`src/rtl/dfr0520_cmd_sequencer.sv`:
```
// dfr0520_cmd_sequencer
// Buffers wiper-write / shutdown requests and feeds them one at a time to the
// DFR0520 SPI transmitter. Each frame is tracked through the transmitter's CS
// line, and per-pot shadow registers hold the last successfully written value.
// GAP_CYCLES and TIMEOUT must both be at least 1.
//
// state       | meaning
// ------------+-----------------------------------------------------------
// S_IDLE      | waiting for a queued request (only after ARMED is set)
// S_LOAD      | EN pulse cycle; cmd/sel/data already stable
// S_WAIT_LOW  | waiting for CS to fall, bounded by the timeout counter
// S_WAIT_HIGH | frame in progress; CS rising ends it and commits shadows
// S_GAP       | mandatory idle time before the next EN
module dfr0520_cmd_sequencer #(
  parameter int FIFO_DEPTH = 4,
  parameter int GAP_CYCLES = 2,
  parameter int TIMEOUT    = 15
) (
  input  logic                          clk_in,
  input  logic                          rst,
  input  logic                          req_valid,
  output logic                          req_ready,
  input  logic [1:0]                    req_cmd,
  input  logic [1:0]                    req_sel,
  input  logic [7:0]                    req_data,
  output logic                          EN,
  output logic [1:0]                    cmd,
  output logic [1:0]                    sel,
  output logic [7:0]                    data,
  input  logic                          CS,
  output logic                          busy,
  output logic                          err_timeout,
  input  logic                          err_clr,
  output logic [7:0]                    wiper0,
  output logic [7:0]                    wiper1,
  output logic [$clog2(FIFO_DEPTH):0]   fifo_count
);

  localparam int PW = $clog2(FIFO_DEPTH);
  localparam int CW = PW + 1;
  localparam int TW = $clog2(TIMEOUT + 1);
  localparam int GW = $clog2(GAP_CYCLES + 1);
  // Down-counters are loaded with N-1 so the terminal count (0) lands on the
  // N-th cycle spent in the state.
  localparam logic [TW-1:0] TMO_LOAD = TW'(TIMEOUT - 1);
  localparam logic [GW-1:0] GAP_LOAD = GW'(GAP_CYCLES - 1);
  localparam logic [7:0]    MIDSCALE = 8'h80;

  typedef enum logic [2:0] {
    S_IDLE,
    S_LOAD,
    S_WAIT_LOW,
    S_WAIT_HIGH,
    S_GAP
  } state_t;

  state_t          r_state;
  logic            r_armed;
  logic [TW-1:0]   r_timer;
  logic [GW-1:0]   r_gap;
  logic            r_en;
  logic [1:0]      r_cmd;
  logic [1:0]      r_sel;
  logic [7:0]      r_data;
  logic            r_err;
  logic [7:0]      r_wiper0;
  logic [7:0]      r_wiper1;

  logic [11:0]     r_mem [FIFO_DEPTH];
  logic [PW-1:0]   r_wr_ptr;
  logic [PW-1:0]   r_rd_ptr;
  logic [CW-1:0]   r_count;
  logic            r_ready;

  logic            w_push;
  logic            w_pop;
  logic [11:0]     w_head;
  logic            w_head_ok;
  logic [CW-1:0]   w_count_nxt;

  assign w_push    = req_valid & r_ready;
  // CS must read high in IDLE too, so EN can never start on top of a frame.
  assign w_pop     = (r_state == S_IDLE) & r_armed & CS & (r_count != '0);
  assign w_head    = r_mem[r_rd_ptr];
  assign w_head_ok = ((w_head[11:10] == 2'b01) | (w_head[11:10] == 2'b10)) &
                     (w_head[9:8] != 2'b00);

  // Occupancy after this edge; a simultaneous push and pop cancel out.
  always_comb begin
    w_count_nxt = r_count;
    if (w_push & ~w_pop)
      w_count_nxt = r_count + CW'(1);
    else if (~w_push & w_pop)
      w_count_nxt = r_count - CW'(1);
  end

  // Request storage; contents need no reset because the pointers gate reads.
  always_ff @(posedge clk_in) begin
    if (w_push)
      r_mem[r_wr_ptr] <= {req_cmd, req_sel, req_data};
  end

  // FIFO pointers, occupancy and the registered ready flag.
  always_ff @(posedge clk_in or posedge rst) begin
    if (rst) begin
      r_wr_ptr <= '0;
      r_rd_ptr <= '0;
      r_count  <= '0;
      r_ready  <= 1'b1;
    end else begin
      if (w_push)
        r_wr_ptr <= r_wr_ptr + PW'(1);
      if (w_pop)
        r_rd_ptr <= r_rd_ptr + PW'(1);
      r_count <= w_count_nxt;
      r_ready <= (w_count_nxt < CW'(FIFO_DEPTH));
    end
  end

  // Frame sequencing FSM with registered transmitter controls, shadows and error flag.
  always_ff @(posedge clk_in or posedge rst) begin
    if (rst) begin
      r_state  <= S_IDLE;
      r_armed  <= 1'b0;
      r_timer  <= '0;
      r_gap    <= '0;
      r_en     <= 1'b0;
      r_cmd    <= 2'b00;
      r_sel    <= 2'b00;
      r_data   <= 8'h00;
      r_err    <= 1'b0;
      r_wiper0 <= MIDSCALE;
      r_wiper1 <= MIDSCALE;
    end else begin
      r_en <= 1'b0;
      // The transmitter is not reset, so wait for any interrupted frame to end.
      if (CS)
        r_armed <= 1'b1;
      // A timeout set later in this block overrides the clear.
      if (err_clr)
        r_err <= 1'b0;

      case (r_state)
        S_IDLE: begin
          if (w_pop && w_head_ok) begin
            r_cmd   <= w_head[11:10];
            r_sel   <= w_head[9:8];
            r_data  <= w_head[7:0];
            r_en    <= 1'b1;
            r_state <= S_LOAD;
          end
        end
        S_LOAD: begin
          r_timer <= TMO_LOAD;
          r_state <= S_WAIT_LOW;
        end
        S_WAIT_LOW: begin
          if (!CS) begin
            r_state <= S_WAIT_HIGH;
          end else if (r_timer == '0) begin
            r_err   <= 1'b1;
            r_gap   <= GAP_LOAD;
            r_state <= S_GAP;
          end else begin
            r_timer <= r_timer - TW'(1);
          end
        end
        S_WAIT_HIGH: begin
          if (CS) begin
            if (r_cmd == 2'b01) begin
              if (r_sel[0])
                r_wiper0 <= r_data;
              if (r_sel[1])
                r_wiper1 <= r_data;
            end
            r_gap   <= GAP_LOAD;
            r_state <= S_GAP;
          end
        end
        S_GAP: begin
          if (r_gap == '0)
            r_state <= S_IDLE;
          else
            r_gap <= r_gap - GW'(1);
        end
        default: r_state <= S_IDLE;
      endcase
    end
  end

  assign req_ready   = r_ready;
  assign fifo_count  = r_count;
  assign busy        = (r_state != S_IDLE) | (r_count != '0);
  assign EN          = r_en;
  assign cmd         = r_cmd;
  assign sel         = r_sel;
  assign data        = r_data;
  assign err_timeout = r_err;
  assign wiper0      = r_wiper0;
  assign wiper1      = r_wiper1;

endmodule

```
`config.mk`:
```
export PLATFORM = sky130hd
export DESIGN_NAME = dfr0520_cmd_sequencer
export DESIGN_NICKNAME = d
export VERILOG_FILES = /design/src/rtl/dfr0520_cmd_sequencer.sv
export SDC_FILE = /design/constraint.sdc
export NUM_CORES = 1
export LEC_CHECK = 0
export ABC_AREA = 1
export CORE_MARGIN = 2
export CORE_UTILIZATION = 55
export CTS_BUF_LIST = sky130_fd_sc_hd__clkbuf_4 sky130_fd_sc_hd__clkbuf_8
export CTS_CLUSTER_DIAMETER = 80
export DETAILED_ROUTE_END_ITERATION = 10
export GPL_TIMING_DRIVEN = 0
export HOLD_SLACK_MARGIN = 0.02
export PLACE_DENSITY_LB_ADDON = 0.08
export SLEW_MARGIN = 20
export SYNTH_ARGS = -nofsm -noshare
export SYNTH_HDL_FRONTEND = slang
export SYNTH_SLANG_ARGS = --single-unit
export TNS_END_PERCENT = 50
```
`constraint.sdc`:
```
create_clock -name clk_in -period 2 [get_ports clk_in]
set_input_delay 0.6 -clock clk_in [delete_from_list [all_inputs] [get_ports clk_in]]
set_output_delay 0.6 -clock clk_in [all_outputs]
set_load 0.005 [all_outputs]
```
After elaboration in Yosys (flattened, before gate mapping)
Memories as Yosys holds them, arrays and structs flattened.
Cells that the tools add are included.
{"block": "op_classes", "bitwise_logic": 11, "magnitude_cmp": 1, "eq_ne": 15, "reduce_logical": 15, "muxes": 24, "addsub": 6}
{"operator": "2-to-1 mux 3 bit", "count": 7}
{"operator": "one-hot mux 3 bit (5 select lines)", "count": 1}
{"operator": "inequality test 2 bit, second input constant", "count": 6}
{"operator": "AND reduction 4 bit", "count": 3}
{"operator": "nonzero test 3 bit", "count": 3}
{"operator": "2-to-1 mux 1 bit", "count": 8}
{"operator": "2-to-1 mux 2 bit", "count": 4}
{"operator": "2-to-1 mux 4 bit", "count": 2}
{"operator": "one-hot mux 4 bit (2 select lines)", "count": 1}
{"operator": "bitwise AND 1 bit", "count": 7}
{"operator": "== test 3 x 2 -> 1 bit, second input constant", "count": 2}
{"operator": "one-hot mux 2 bit (3 select lines)", "count": 1}
{"operator": "AND reduction 5 bit", "count": 1}
{"operator": "adder 2 x 1 -> 2 bit, second input constant", "count": 2}
{"operator": "== test 2 x 1 -> 1 bit, second input constant", "count": 2}
{"operator": "logical NOT 4 bit", "count": 1}
{"operator": "nonzero test 2 bit", "count": 2}
{"operator": "subtractor 4 x 1 -> 4 bit, second input constant", "count": 1}
{"operator": "adder 3 x 1 -> 3 bit, second input constant", "count": 1}
{"operator": "== test 3 x 1 -> 1 bit, second input constant", "count": 1}
{"operator": "== test 3 bit, second input constant", "count": 1}
{"operator": "logical NOT 3 bit", "count": 1}
{"operator": "< comparator 3 bit, second input constant", "count": 1}
{"operator": "inequality test 3 bit, second input constant", "count": 1}
{"operator": "10 further kinds", "count": 12}
{"block": "totals", "mem_count": 1, "wordCells": 88, "mem_bits_rw": 48, "register_bits": 48, "output_inout_bits": 35, "in_bits": 17}
{"memory": "r_mem", "words": 4, "width": 12, "rd": 1, "rd_ports_with_merged_regs": 0, "write_ports": 1, "line_no": "69", "source": "logic [11:0] r_mem [FIFO_DEPTH];"}

Depth between registers and ports, before layout
{"block": "logic_depth", "depth_word": 8, "mapped_depth": 12, "ltp_nobuf": 12}

Least setup slack after synthesis
No wires, ideal clock.
{"block": "synth_timing", "path_type": "input-to-reg", "from": "input req_valid", "to": "memory r_mem[0][0] (enable)", "path_buffers": 0, "setup_time_ns": 0.380, "slack_ns": 0.327, "required_time_ns": 1.620, "arrival_time_ns": 1.292, "stages": 2, "cell_sequence": "nand2_1 nor2_1"}
{"block": "synth_between", "elab_chain_len": 3}
{"item": "start, declared", "line_no": "21", "source": "input logic req_valid,"}
{"item": "bitwise AND 1 bit", "line_no": "81", "source": "assign w_push = req_valid & r_ready;"}
{"item": "2-to-1 mux 1 bit", "line_no": "99", "source": "if (w_push)"}
{"item": "2-to-1 mux 1 bit (not written as such)", "line_no": "100", "source": "r_mem[r_wr_ptr] <= {req_cmd, req_sel, req_data};"}
{"item": "end, declared", "line_no": "69"}
Every way passes these cells.

Worst setup path after layout
{"block": "layout_timing", "from": "register r_count[0], in the netlist fifo_count[0]", "to": "output fifo_count[0]"}
{"item": "start, declared", "line_no": "72", "source": "logic [CW-1:0] r_count;"}
{"item": "start signal, assigned", "line_no": "115", "source": "r_count <= w_count_nxt;"}
{"item": "end, declared", "line_no": "36", "source": "output logic [$clog2(FIFO_DEPTH):0] fifo_count"}
No word-level cell between the ends.

==> out/results.ini <==
[cts]
clock_path_buffers = 2
cts.sinks = 96
clkTransAtPathRegs_ns = 0.10
insertion_delay_ns = 0.36
cts_max_level = 3
cts-root-buf = clkbuf_8
tritoncts = done
cts_buffers = 9
hold_buffers = 0

[global_route]
grt_pass1_wl_um = 12600
overflow = 0
grt_pass1_vias = 2628
grt_max_degree = 27
grt_antenna_before_repair = 0
grt_util_all_layers = 0.198

[sta]
setup_slack_ns = 0.0589
final_hold_viol_count = 0
rsz0062_at_grt = yes
setup-violations-final = 0
timing.hold.ws_ns = 0.490
slew_headroom = 0.509
finalCritPeriodShare = 0.971
tightest_slew_ns = 0.735
max_freq_ghz = 0.515
period_minus_slack_ns = 1.94
drv_slew = 0
fin_tns_setup_ns = 0
fin_worst_skew_ns = 0.00890

[final_layout]
register_area_mm2 = 0.00265
finalNonFillerCells = 555
syn_to_final_growth_pct = 23.6
final_area_mm2 = 0.00504
multi_input_comb_area_mm2 = 0.00121
final_core_util = 0.698
n_antenna_cell = 0
drive_gt1_frac = 0.156
nets = 479
fillers = 556

[yosys]
synthFlopType = edfxtp_1
synthArstFlopShare = 0.500
avgSynthCellArea_um2 = 10.7
syn_area_mm2 = 0.00408
synth_cells = 380
ys_warn_count = 0
yosysSeqAreaShare = 0.649
ys_ff_latch = 96
syn-num-nets = 408
yosysUniqueCellTypes = 30
synth_edf_count = 48

[place]
place_hpwl_um = 5330
place_area_mm2 = 0.00474
gp_congestion = 0.825
pre_cts_slack_ns = -0.598
placed_cells = 531
numPortBuffers = 51

[floorplanning]
initial_utilization = 0.565
io_pins = 52
rows = 31
die_w_um = 90.1
dieHeight_um = 90.1
core_mm2 = 0.00721
dieArea_mm2 = 0.00812

[power_and_ir_drop]
clkPwrFrac = 0.186
report.power.total_mw = 6.71
swShare = 0.371
power.internal_mw = 4.22
pwr-share-comb = 0.396
vdd_drop_max_mv = 0.712
p_switching_mw = 2.49
power.density_mw_per_mm2 = 1330
power_leakage_nw = 2.15
p_seq_frac = 0.419

[drt]
wl_um = 7730
vias = 2844
antenna_left = 0
viasPerCell = 5.12
wl_per_cell_um = 13.9
drc = 0
drt_iter0_markers = 131
dr.pass1.iters = 4

[critical_path]
crit_path_top_delay_cell = clkdlybuf4s50_1
critPathMaxStageDelay_ns = 0.48
crit_type = reg2out
crit_arrival_ns = 1.34
path_cells = buf_4 > clkdlybuf4s50_1
startpoint_type = register
reg2reg_depth = 13
cp_max_fo = 2
crit_required_ns = 1.40
cp-end-kind = output port

[min_path]
hp-class = reg2reg
min_path_cells = 2

[flow_run]
max_cap_viol_count = 0

[outcome]
status = complete, no violations

-- synth_stat cells, types with 2 or more instances --
cell type | count | area [µm²]
a21oi_1 | 5 | 25.0
buf_2 | 3 | 15.0
buf_4 | 3 | 22.5
buf_6 | 4 | 45.0
clkbuf_1 | 2 | 7.51
dfrtp_1 | 45 | 1130
dfstp_2 | 3 | 78.8
edfxtp_1 | 48 | 1440
ha_1 | 11 | 138
inv_1 | 45 | 169
nand2_1 | 77 | 289
nand2_2 | 2 | 12.5
nand3_1 | 18 | 90.1
nand4_1 | 3 | 18.8
nor2_1 | 36 | 135
nor3_1 | 2 | 10.0
o211ai_1 | 2 | 15.0
o21ai_0 | 43 | 215
o21ai_2 | 8 | 70.1
o22ai_1 | 9 | 56.3
xor2_1 | 2 | 17.5
-- layout make-up --
| type | instances | share of cell area |
|---|---|---|
| buffer | 12 | 0.0179 |
| clock buffer | 9 | 0.0246 |
| timing repair buffer | 60 | 0.118 |
| inverter | 46 | 0.0348 |
| tap | 99 | 0.0246 |
| sequential | 96 | 0.526 |
| clock inverter | 7 | 0.0142 |
| multi-input combinational | 226 | 0.240 |
-- logic make-up after synthesis --
group                    count (synthesis)  share of synthesized area
AO/OA/AOI/OAI                           71                      0.101
XOR/XNOR                                 2                    0.00430
adder cells (fa/ha/maj)                 11                     0.0338
buffers and inverters                   58                     0.0651
flip-flops                              96                      0.649
AND/OR/NAND/NOR                        142                      0.146
-- flip-flops by register name (all words and copies together), names as in the netlist, 3 cells and up, named ones only --
name,count
wiper0,8
r_state,3
wiper1,8
data,8
r_mem,48
r_timer,4
-- layout by cell type (no fill, tap or decap), types with 2 or more instances in the layout --
cell type	Yosys	final
a21oi_1	5	4
a21oi_2	1	2
buf_2	3	3
buf_4	3	11
buf_6	4	4
clkbuf_1	2	2
clkbuf_8	0	9
clkdlybuf4s50_1	0	45
clkinvlp_4	0	2
dfrtp_1	45	43
dfrtp_2	0	2
dfstp_2	3	3
dlygate4sd2_1	0	3
dlymetal6s2s_1	0	2
edfxtp_1	48	48
ha_1	11	9
inv_1	45	40
inv_2	0	5
inv_8	0	5
nand2_1	77	76
nand2_2	2	3
nand3_1	18	18
nand4_1	3	3
nor2_1	36	30
nor2_2	0	4
nor2_4	1	3
nor3_1	2	2
o211ai_1	2	2
o21ai_0	43	43
o21ai_2	8	8
o22ai_1	9	9
xor2_1	2	2
-- routing by layer --
metal	track usage	up-vias	routed length, µm
li1	-	1413	-
met1	0.274	1351	3570
met2	0.313	68	3680
met3	0.0360	12	324
met4	0.0846	0	153
met5	0	-	0
-- worst paths after layout --
kind / start / end / slack [ns]
worst max-delay path: fifo_count[0]$_DFFE_PP0P_ / fifo_count[0] / 0.06
worst min-delay path: wiper1[5]$_DFFE_PP0P_ / wiper1[5]$_DFFE_PP0P_ / 0.49
worst max register to register: fifo_count[0]$_DFFE_PP0P_ / register / 0.12
worst min register to register: wiper1[5]$_DFFE_PP0P_ / wiper1[5]$_DFFE_PP0P_ / 0.49
max in group asynchronous: rst / req_ready$_DFF_PP1_ / 0.81
min in group asynchronous: rst / wiper0[5]$_DFFE_PP0P_ / 0.60
-- power groups by stage --
stage | Combinational [mW] | Sequential (mW) | Clock [mW]
2_1_floorplan | 1.57 | 2.82 | 0
3_3_place_gp | 2.43 | 2.84 | 0
3_5_place_dp | 2.51 | 2.85 | 0
4_1_cts | 2.55 | 2.81 | 1.26
5_1_grt | 2.98 | 2.87 | 1.35
6_report | 2.66 | 2.81 | 1.25
-- critical path, delay by kind of cell (launching register included) --
kind     cells  cell delay [ns]
buf+inv      2             0.60
flops        1             0.38
-- repair_timing --
| item | CTS | global route |
|---|---|---|
| pin swaps | 0 | 3 |
| gates resized for setup | 9 | 14 |
| buffers inserted | 2 | 6 |
| setup endpoints to repair | 42 | 12 |
(Power assumes the default switching activity.)
==> RTL edit: new RTL, same settings <==
Reset style: synchronous (`rst`), changed in 2 clocked blocks.
--- a/src/rtl/dfr0520_cmd_sequencer.sv
+++ b/src/rtl/dfr0520_cmd_sequencer.sv
@@ -103,3 +103,3 @@
   // FIFO pointers, occupancy and the registered ready flag.
-  always_ff @(posedge clk_in or posedge rst) begin
+  always_ff @(posedge clk_in) begin
     if (rst) begin
@@ -120,3 +120,3 @@
   // Frame sequencing FSM with registered transmitter controls, shadows and error flag.
-  always_ff @(posedge clk_in or posedge rst) begin
+  always_ff @(posedge clk_in) begin
     if (rst) begin
Function: differs if rst is asserted again (counterexample within 4 cycles, from zero or initial values and one cycle with rst high); with rst held inactive, the same outputs for 4 cycles.
==> RTL edit against the original RTL <==
Wire length up 2.3%; area after synthesis up 2.5%; design area down 1.1%; sequential cell count up 2; final cell count up 12%; setup slack better by 0.014 ns; highest routed layer unchanged.
Power is not compared: it rests on default switching activity, and its combinational part moved more than twofold at a synthesized area within 25%.
==> RTL edit: results (changes against the original RTL) <==
| Metric | Value |
|---|---|
| Outcome | `complete, no violations` |
| Initial DRC Count | `114 (-13%)` |
| Vias in the first global route | `2798 (+6.5%)` |
| Layout cells sized above 1 | `0.120 (-0.0352)` |
| Initial antenna violation count | `0 (unchanged)` |
| Largest net degree at the start of global routing | `17 (-37%)` |
| Clock-pin slew on the worst setup and hold paths | `0.10 ns (about the same)` |
| Clk_lat worst skew | `0.36 ns (about the same)` |
| Hold crit path type | `reg2reg` |
| Cts bufs inserted | `9 (unchanged)` |
| Routed wire per std cell | `12.7 um (-8.7%)` |
| Post-synth EDFFs | `48 (unchanged)` |
| Async S/R FF share, synth | `0 (-0.500)` |
| H-tree levels | `3 (unchanged)` |
| Max reg flops | `48 (unchanged)` |
| PortBufs | `49 (-3.9%)` |
| Syn_nets | `485 (+19%)` |
| Slew @ Worst Pin | `0.741 ns (+0.00614 ns)` |
| Clock Tree Buf Depth | `2 (unchanged)` |
| Clk root buf | `clkbuf_8` |
| Filler cells | `633 (+14%)` |
| Largest cells by area after synthesis | `edfxtp_1, dfxtp_1, nand2_1, nor2_1, inv_1` |
| Top FF cell, synth | `dfxtp_1` |
| Worst Path Arrival | `1.33 ns` |
| Top reg by flops | `r_mem` |
| DP HPWL | `5.48 mm (+2.9%)` |
| Gpl congestion | `0.811 (-1.7%)` |
| Worst-path fanout max | `4 (+2)` |
| Synth top cells by count | `nand2_1, nor2_1, inv_1` |
| Vias | `3058 (+7.5%)` |
| Total Routing Usage GR | `0.194 (-0.00467)` |
| Final Skew | `0.0143 ns (+0.00536 ns)` |
| Nets | `546 (+14%)` |
| First-pass GRT wire length | `12.9 mm (+2.4%)` |
| P_leak | `2.05 nW` |
| Pre-antenna DRT Iters | `5 (+1)` |
| Cells after Synth | `457 (+20%)` |
| Yosys cell types | `31 (+3.3%)` |
| Antenna diode count | `0 (unchanged)` |
| Switching Share | `0.296` |
| Hold Fails Final Rpt | `0 (unchanged)` |
| # setup viols final | `0 (unchanged)` |
| Drt via density | `4.92 (-4.1%)` |
| Sequential share of the synthesized area | `0.584 (-0.0647)` |
| Syn. warnings | `0 (unchanged)` |
| Worst VDD drop | `0.498 mV` |
| Dpl cells | `605 (+14%)` |
RTL edit: layer usage:
layer	up-vias	wire, um	part of all wire	GRT usage
li1	1602	-	-	-
met1	1386	3720	0.47	0.252
met2	60	3780	0.48	0.320
met3	10	295	0.037	0.0365
met4	0	102	0.013	0.0770
met5	-	0	0	0
RTL edit: area by class of cell:
| class | instances | area share |
|---|---|---|
| sequential | 98 | 0.491 |
| multi-input combinational | 286 | 0.284 |
| timing repair buffer | 50 | 0.0989 |
| inverter | 59 | 0.0459 |
| clock buffer | 9 | 0.0248 |
| tap | 99 | 0.0248 |
| buffer | 14 | 0.0216 |
| clock inverter | 7 | 0.00879 |
RTL edit: power groups by stage:
stage / Clock [mW] / Combinational [mW] / Sequential [mW]
2_1_floorplan: 0 / 0.612 / 2.38
3_3_place_gp: 0 / 0.856 / 2.40
3_5_place_dp: 0 / 0.879 / 2.40
4_1_cts: 1.15 / 0.881 / 2.35
5_1_grt: 1.23 / 1.00 / 2.37
6_report: 1.13 / 0.882 / 2.36
RTL edit: what timing repair did:
item	4_1_cts	5_1_grt
buffers inserted	0	1
cloned	0	0
setup endpoints to repair	37	36
gates resized for setup	5	7
RTL edit: worst max-delay path: stages (launching register included):
cell and delay, ns:
dfxtp_4 0.38, buf_4 0.11, clkdlybuf4s50_1 0.48
RTL edit: logic make-up (layout without fill, tap and decap cells):
group           Yosys count  count (layout)  synth area share
compound gates           63              63            0.0796
simple gates            210             210             0.218
buf+inv                  73             139            0.0805
fa+ha+maj                11              11            0.0329
flops                    98              98             0.584
xor+xnor                  2               2           0.00419
RTL edit: final timing paths:
path	cells past startpoint	start	slack (ns)	to
max	2	fifo_count[0]	0.07	fifo_count[0]
min	2	wiper1[0]	0.47	wiper1[0]
max reg2reg	11	fifo_count[1]	0.20	req_ready
min reg2reg	2	wiper1[0]	0.47	wiper1[0]
RTL edit: metrics by stage:
| step | utilization | cell area, um2 | total power, mW | TNS, ns | setup WS [ns] |
|---|---|---|---|---|---|
| 6_report | 0.684 | 4980 | 4.37 | 0 | 0.0727 |
| 5_1_grt | 0.684 | 4980 | 4.61 | 0 | 0.0282 |
| 4_1_cts | 0.682 | 4970 | 4.39 | -6.82 | -0.292 |
| 3_5_place_dp | 0.658 | 4800 | 3.28 | -27.68 | -0.656 |
| 3_3_place_gp | 0.657 | 4790 | 3.25 | -28.03 | -0.604 |
| 2_1_floorplan | - | 4180 | 2.99 | 0 | 0.255 |
